--- src/rtl/program_loader_if.sv ---
// Host byte-stream link into the program loader: a valid/ready byte channel.
// A byte transfers on any rising edge where byte_valid and byte_ready are both 1;
// the host holds byte_data stable while byte_valid is high and byte_ready is low.
interface program_loader_if;
  logic       byte_valid;
  logic [7:0] byte_data;
  logic       byte_ready;

  modport master (output byte_valid, output byte_data, input byte_ready);
  modport slave  (input byte_valid, input byte_data, output byte_ready);
endinterface

--- src/rtl/program_loader.sv ---
// Boot-time loader: takes a length-prefixed little-endian byte stream, writes
// 32-bit words into the core's instruction memory, then releases the core.
module program_loader #(
  parameter int WORD_WIDTH = 32,
  parameter int MAX_WORDS  = 256
) (
  input  logic                  clk,
  input  logic                  rst,
  input  logic                  boot,
  program_loader_if.slave       host,
  output logic                  ld_en,
  output logic [WORD_WIDTH-1:0] Load_data,
  output logic                  rst_counter,
  output logic                  rd_en,
  output logic                  busy,
  output logic                  done,
  output logic                  err,
  output logic [15:0]           words_loaded,
  output logic [3:0]            state_dbg
);

  typedef enum logic [3:0] {
    IDLE   = 4'd0,
    CLR1   = 4'd1,
    LEN_LO = 4'd2,
    LEN_HI = 4'd3,
    DATA   = 4'd4,
    WRITE  = 4'd5,
    CLR2   = 4'd6,
    RUN    = 4'd7,
    ERROR  = 4'd8
  } state_t;

  localparam logic [15:0] MAX_N = 16'(MAX_WORDS);

  state_t      state;
  logic [15:0] len;
  logic [1:0]  byte_idx;
  logic [23:0] word_lo;
  logic [15:0] len_full;
  logic        xfer;

  assign xfer     = host.byte_valid & host.byte_ready;
  assign len_full = {host.byte_data, len[7:0]};

  always_ff @(posedge clk or negedge rst) begin
    if (!rst) begin
      state        <= IDLE;
      len          <= '0;
      byte_idx     <= '0;
      word_lo      <= '0;
      Load_data    <= '0;
      words_loaded <= '0;
    end else begin
      case (state)
        IDLE, RUN, ERROR: begin
          if (boot) state <= CLR1;
        end
        CLR1: begin
          words_loaded <= '0;
          byte_idx     <= '0;
          len          <= '0;
          state        <= LEN_LO;
        end
        LEN_LO: begin
          if (xfer) begin
            len[7:0] <= host.byte_data;
            state    <= LEN_HI;
          end
        end
        LEN_HI: begin
          if (xfer) begin
            len[15:8] <= host.byte_data;
            if (len_full == 16'd0 || len_full > MAX_N) state <= ERROR;
            else                                       state <= DATA;
          end
        end
        DATA: begin
          if (xfer) begin
            byte_idx <= byte_idx + 2'd1;
            // Load_data only moves when the fourth byte completes a word.
            case (byte_idx)
              2'd0:    word_lo[7:0]   <= host.byte_data;
              2'd1:    word_lo[15:8]  <= host.byte_data;
              2'd2:    word_lo[23:16] <= host.byte_data;
              default: begin
                Load_data <= {host.byte_data, word_lo};
                state     <= WRITE;
              end
            endcase
          end
        end
        WRITE: begin
          words_loaded <= words_loaded + 16'd1;
          if (words_loaded + 16'd1 == len) state <= CLR2;
          else                             state <= DATA;
        end
        CLR2:    state <= RUN;
        default: state <= IDLE;
      endcase
    end
  end

  assign host.byte_ready = (state == LEN_LO) || (state == LEN_HI) || (state == DATA);
  assign ld_en           = (state == WRITE);
  assign rst_counter     = (state == CLR1) || (state == CLR2);
  assign rd_en           = (state == RUN);
  assign done            = (state == RUN);
  assign err             = (state == ERROR);
  assign busy            = !((state == IDLE) || (state == RUN) || (state == ERROR));
  assign state_dbg       = state;

endmodule

--- src/flat_wrapper.sv ---
// flat-port wrapper written by rule: the top's interface ports become plain ports
module program_loader_flat 
#(
  parameter int WORD_WIDTH = 32,
  parameter int MAX_WORDS  = 256
)
  (clk, rst, boot, ld_en, Load_data, rst_counter, rd_en, busy, done, err, words_loaded, state_dbg, host_byte_valid, host_byte_data, host_byte_ready);
  program_loader_if host_i ();
  input  logic clk;
  input  logic rst;
  input  logic boot;
  output logic ld_en;
  output logic [WORD_WIDTH-1:0] Load_data;
  output logic rst_counter;
  output logic rd_en;
  output logic busy;
  output logic done;
  output logic err;
  output logic [15:0] words_loaded;
  output logic [3:0] state_dbg;
  input wire logic [$bits(host_i.byte_valid)-1:0] host_byte_valid;
  input wire logic [$bits(host_i.byte_data)-1:0] host_byte_data;
  output wire logic [$bits(host_i.byte_ready)-1:0] host_byte_ready;
  assign host_i.byte_valid = host_byte_valid;
  assign host_i.byte_data = host_byte_data;
  assign host_byte_ready = host_i.byte_ready;
  program_loader #(.WORD_WIDTH(WORD_WIDTH), .MAX_WORDS(MAX_WORDS)) u_core (.clk(clk), .rst(rst), .boot(boot), .host(host_i), .ld_en(ld_en), .Load_data(Load_data), .rst_counter(rst_counter), .rd_en(rd_en), .busy(busy), .done(done), .err(err), .words_loaded(words_loaded), .state_dbg(state_dbg));
endmodule
--- config.mk ---
export PLATFORM = sky130hd
export DESIGN_NAME = program_loader_flat
export DESIGN_NICKNAME = d
export VERILOG_FILES = /design/src/rtl/program_loader_if.sv /design/src/rtl/program_loader.sv /design/src/flat_wrapper.sv
export SDC_FILE = /design/constraint.sdc
export NUM_CORES = 1
export LEC_CHECK = 0
export CORE_MARGIN = 2
export CORE_UTILIZATION = 54
export DETAILED_ROUTE_END_ITERATION = 10
export PLACE_DENSITY = 0.78
export SYNTH_ARGS = -nofsm -noshare
export SYNTH_HDL_FRONTEND = slang
export SYNTH_SLANG_ARGS = --single-unit
--- constraint.sdc ---
create_clock -name clk -period 3.2 [get_ports clk]
set_input_delay 0.64 -clock clk [delete_from_list [all_inputs] [get_ports clk]]
set_output_delay 0.64 -clock clk [all_outputs]
set_load 0.005 [all_outputs]
==> metrics.md <==
| Metric | Value |
|---|---|
| Gpl congestion | `around 0.9` |
| Pin slew with the least headroom to its limit | `0.793 ns` |
| Total number of yosys warnings | `0` |
| Synth Flop Type | `dfrtp_1` |
| Storage cell area | `between 2000 and 2500 sq um` |
| Initial antenna violation count | `0` |
| Mux cell area share after synthesis | `roughly 15%` |
| Syn nets | `423` |
| Slowest cell on crit path | `dfrtp_1` |
| Mean post-synth cell area | `11.0 sq um` |
| Setup slack, reg-to-reg | `0.70 ns` |
| Drt pass-1 iters | `4` |
| Post-CTS setup buffers | `0` |
| IO buf count | `70` |
| WL per Instance | `16.2 microns` |
| Finished Core Util | `67.5%` |
| 1st-iter DRT viols | `212` |
| Top Ports | `71` |
| # diodes | `0` |
| Top post-synthesis cells by area | `dfrtp_1 (53%), mux2_2 (15%), nand2_1 (4.4%), o21ai_0 (3.7%), xnor2_1 (2.4%)` |
| XOR/XNOR share of the synthesized area | `4.31%` |
| Fin crit period | `roughly 2.8 ns` |
| First-pass GRT wire length | `roughly 16 mm` |
| Placed instance area | `5290 sq um` |
| Die area | `9030 sq um` |
| FF+latch count, synth | `94` |
| Area of the multi-input gates | `1980 sq um` |
| CTS max path bufs | `2` |
| WHS | `0.291 ns` |
| HP Class | `in -> async` |
| Tcrit/Tclk final | `88.6%` |
| Clock Pin Slew Worst Setup and Hold Paths | `0.10 ns` |
| Setup TNS | `0 ns` |
| Final WS setup | `0.363 ns` |
| Row count | `33` |
| CTS H-tree depth | `3` |
| Max cap viols | `0` |
| Largest net degree at the start of global routing | `roughly 50` |
| Area delta synth->final | `22.7%` |
| Mapped Cells | `406` |
| Clk_skew | `0.00768 ns` |
| Worst EP arrival | `between 2 and 2.5 ns` |
| Clock sinks | `94` |
| Worst-Skew Late Latency | `0.36 ns` |
| Post-synth EDFFs | `0` |
| Die X | `about 95 microns` |
| Initial core utilization | `roughly 55%` |
| Crit-path max cell delay | `0.55 ns` |
| Synth cell types | `between 50 and 60` |
| Core area | `8130 sq um` |
| CP Class | `reg -> out` |
| Area share of the largest cell type after synthesis | `52.6%` |
| Fmax | `0.353 GHz` |
| Number of remaining DRC errors | `0` |
| Post-synth design cell area | `4470 sq um` |
| Layout cells sized above 1 | `20.6%` |
| Post-cts sizing count | `0` |
| CP required | `2.56 ns` |
| Final setup viols | `0` |
| Most common cell in the netlist | `dfrtp_1` |
| Fill count | `between 600 and 700` |
| RSZ-0062 raised after global routing | `no` |
| Post-DRT Antenna Nets | `0` |
| Vias in the first global route | `3,114` |
| Worst vdd ir | `0.284 mV` |
| Routed wire length | `9.50 mm` |
| Seq/Total Area, Yosys | `52.6%` |
| Clock Tree Root | `clkbuf_8` |
| Post-synthesis adder-cell area fraction | `~1.4%` |
| HPWL after detailed placement | `6.69 mm` |
| GRT Util Overall | `~23%` |
| Slew headroom | `46.7%` |
| Critical Path, Cell by Cell | `or3b_2, a21oi_1, clkdlybuf4s50_1` |
| Synth Area in Compound Gates | `10.7%` |
| Max FO, Critical Path | `15` |
| Area share of and/or/nand/nor cells after synthesis | `13.3%` |
| Pwr Density | `about 550 nW/um^2` |
| Nets | `492` |
| Final non-filler cell area | `approximately 5500 sq um` |
| Number of instances in the placed design | `569` |
| Main combinational cell family by area after synthesis | `multiplexers` |
| Asr flop ratio synth | `100%` |
| Cts-stage hold buffer count | `0` |
| Yosys top cell by area | `dfrtp_1` |
| Final Hold Vio Count | `0` |
| CTS tree | `built` |
| Post-place setup slack | `0.723 ns` |
| Total CTS buffers | `9` |
| Setup crit end kind | `output pin` |
| Leakage | `2.54 nW` |
| Synth top cells by count | `dfrtp_1 (94), mux2_2 (58), nand2_1 (53), o21ai_0 (33), nor2_1 (18)` |
| Final cell count without fillers | `about 590` |
| Routed vias/inst | `roughly 5.6` |
| Startpoint types | `flip-flop` |
| Count of final max-slew check failures | `0` |
| Vias post-DR | `3,272` |
| Die height | `95 microns` |
| Overall power | `3.03 mW` |
| Final global-route overflow total | `0` |
| Status | `finished, final reports clean` |
-- logic make-up (layout without fill, tap and decap cells) --
kind of cell               count (synthesis)  count (layout)
xor gates and xnor gates                  22              22
and+or+nand+nor                          120             120
AOI/OAI and AO/OA                         74              74
muxes                                     58              58
adders and majority gates                  5               5
DFF                                       94              94
buffers and inverters                     33             107
-- final timing paths --
kind / startpoint / end / depth (start not counted)
max: u_core.state_dbg[1]$_DFFE_PN0P_ / host_byte_ready / 3
min: rst / u_core.words_loaded[0]$_DFFE_PN0P_ / 1
max reg2reg: u_core.words_loaded[0]$_DFFE_PN0P_ / u_core.state_dbg[1]$_DFFE_PN0P_ / 7
min reg2reg: u_core.word_lo[14]$_DFFE_PN0P_ / u_core.Load_data[14]$_DFFE_PN0P_ / 1
max in group asynchronous: rst / u_core.word_lo[10]$_DFFE_PN0P_ / 2
min in group clk: u_core.word_lo[14]$_DFFE_PN0P_ / u_core.Load_data[14]$_DFFE_PN0P_ / 1
-- final cells by class --
cell class | count | share of cell area [%]
clock buffers | 9 | 2.26
inverters | 8 | 0.547
well taps | 105 | 2.39
multi-input cells | 279 | 36.1
flip-flops and latches | 94 | 42.9
clock inverters | 7 | 1.32
repair buffers | 83 | 14.5
-- critical path, delay by kind of cell (launching register included) --
family | cells | cell delay, ns
and+or+nand+nor | 1 | 0.53
buffers and inverters | 1 | 0.54
AOI/OAI and AO/OA | 1 | 0.22
DFF | 1 | 0.55
-- routing by layer --
layer  GRT usage [%]  wire length, microns  vias to the layer above  share of wire, %
met2            36.6                  4540                       91                48
met4            9.66                   163                        0               1.7
met3            5.11                   507                       16               5.3
li1                -                     -                     1573                 -
met5               0                     0                        -                 0
met1            30.6                  4290                     1592                45
-- flip-flops by register name, indices dropped and copies added (netlist names) --
signal and flops:
u_core.Load_data 32, u_core.word_lo 24, u_core.len 16, u_core.words_loaded 16, u_core.state_dbg 4, u_core.byte_idx 2
-- layout by cell type (no fill, tap or decap), types with 2 or more instances in the layout --
master           synthesis  routed
nand2_1                 53      53
or3b_2                   2       2
nand4_1                  2       2
nor2_1                  18      18
nor3_1                  11      11
nand3b_1                 4       4
o21a_1                   2       2
nand3_1                  6       6
and2_1                   2       2
dfrtp_1                 94      94
clkdlybuf4s50_1          0      69
inv_1                    8       8
mux2_2                  58      58
clkbuf_8                 0       9
ha_1                     5       5
o41ai_1                  3       3
nor4_1                   7       7
o21ai_0                 33      33
a31oi_1                  3       3
a22o_1                   8       8
or3_1                    2       2
inv_8                    0       2
inv_6                    0       3
nand2b_1                 2       2
o31ai_1                  2       2
xor2_1                  10      10
buf_4                    2      14
a21o_1                   4       4
a21oi_1                  8       8
xnor2_1                 12      12
-- where the power goes --
| group | switching, mW | total, mW | internal (mW) |
|---|---|---|---|
| combinational | 0.428 | 0.799 | 0.371 |
| clock | 0.469 | 0.777 | 0.308 |
| sequential | 0.155 | 1.46 | 1.30 |
| total | 1.05 | 3.03 | 1.98 |
No activity file was read; power rests on OpenSTA's default activity.
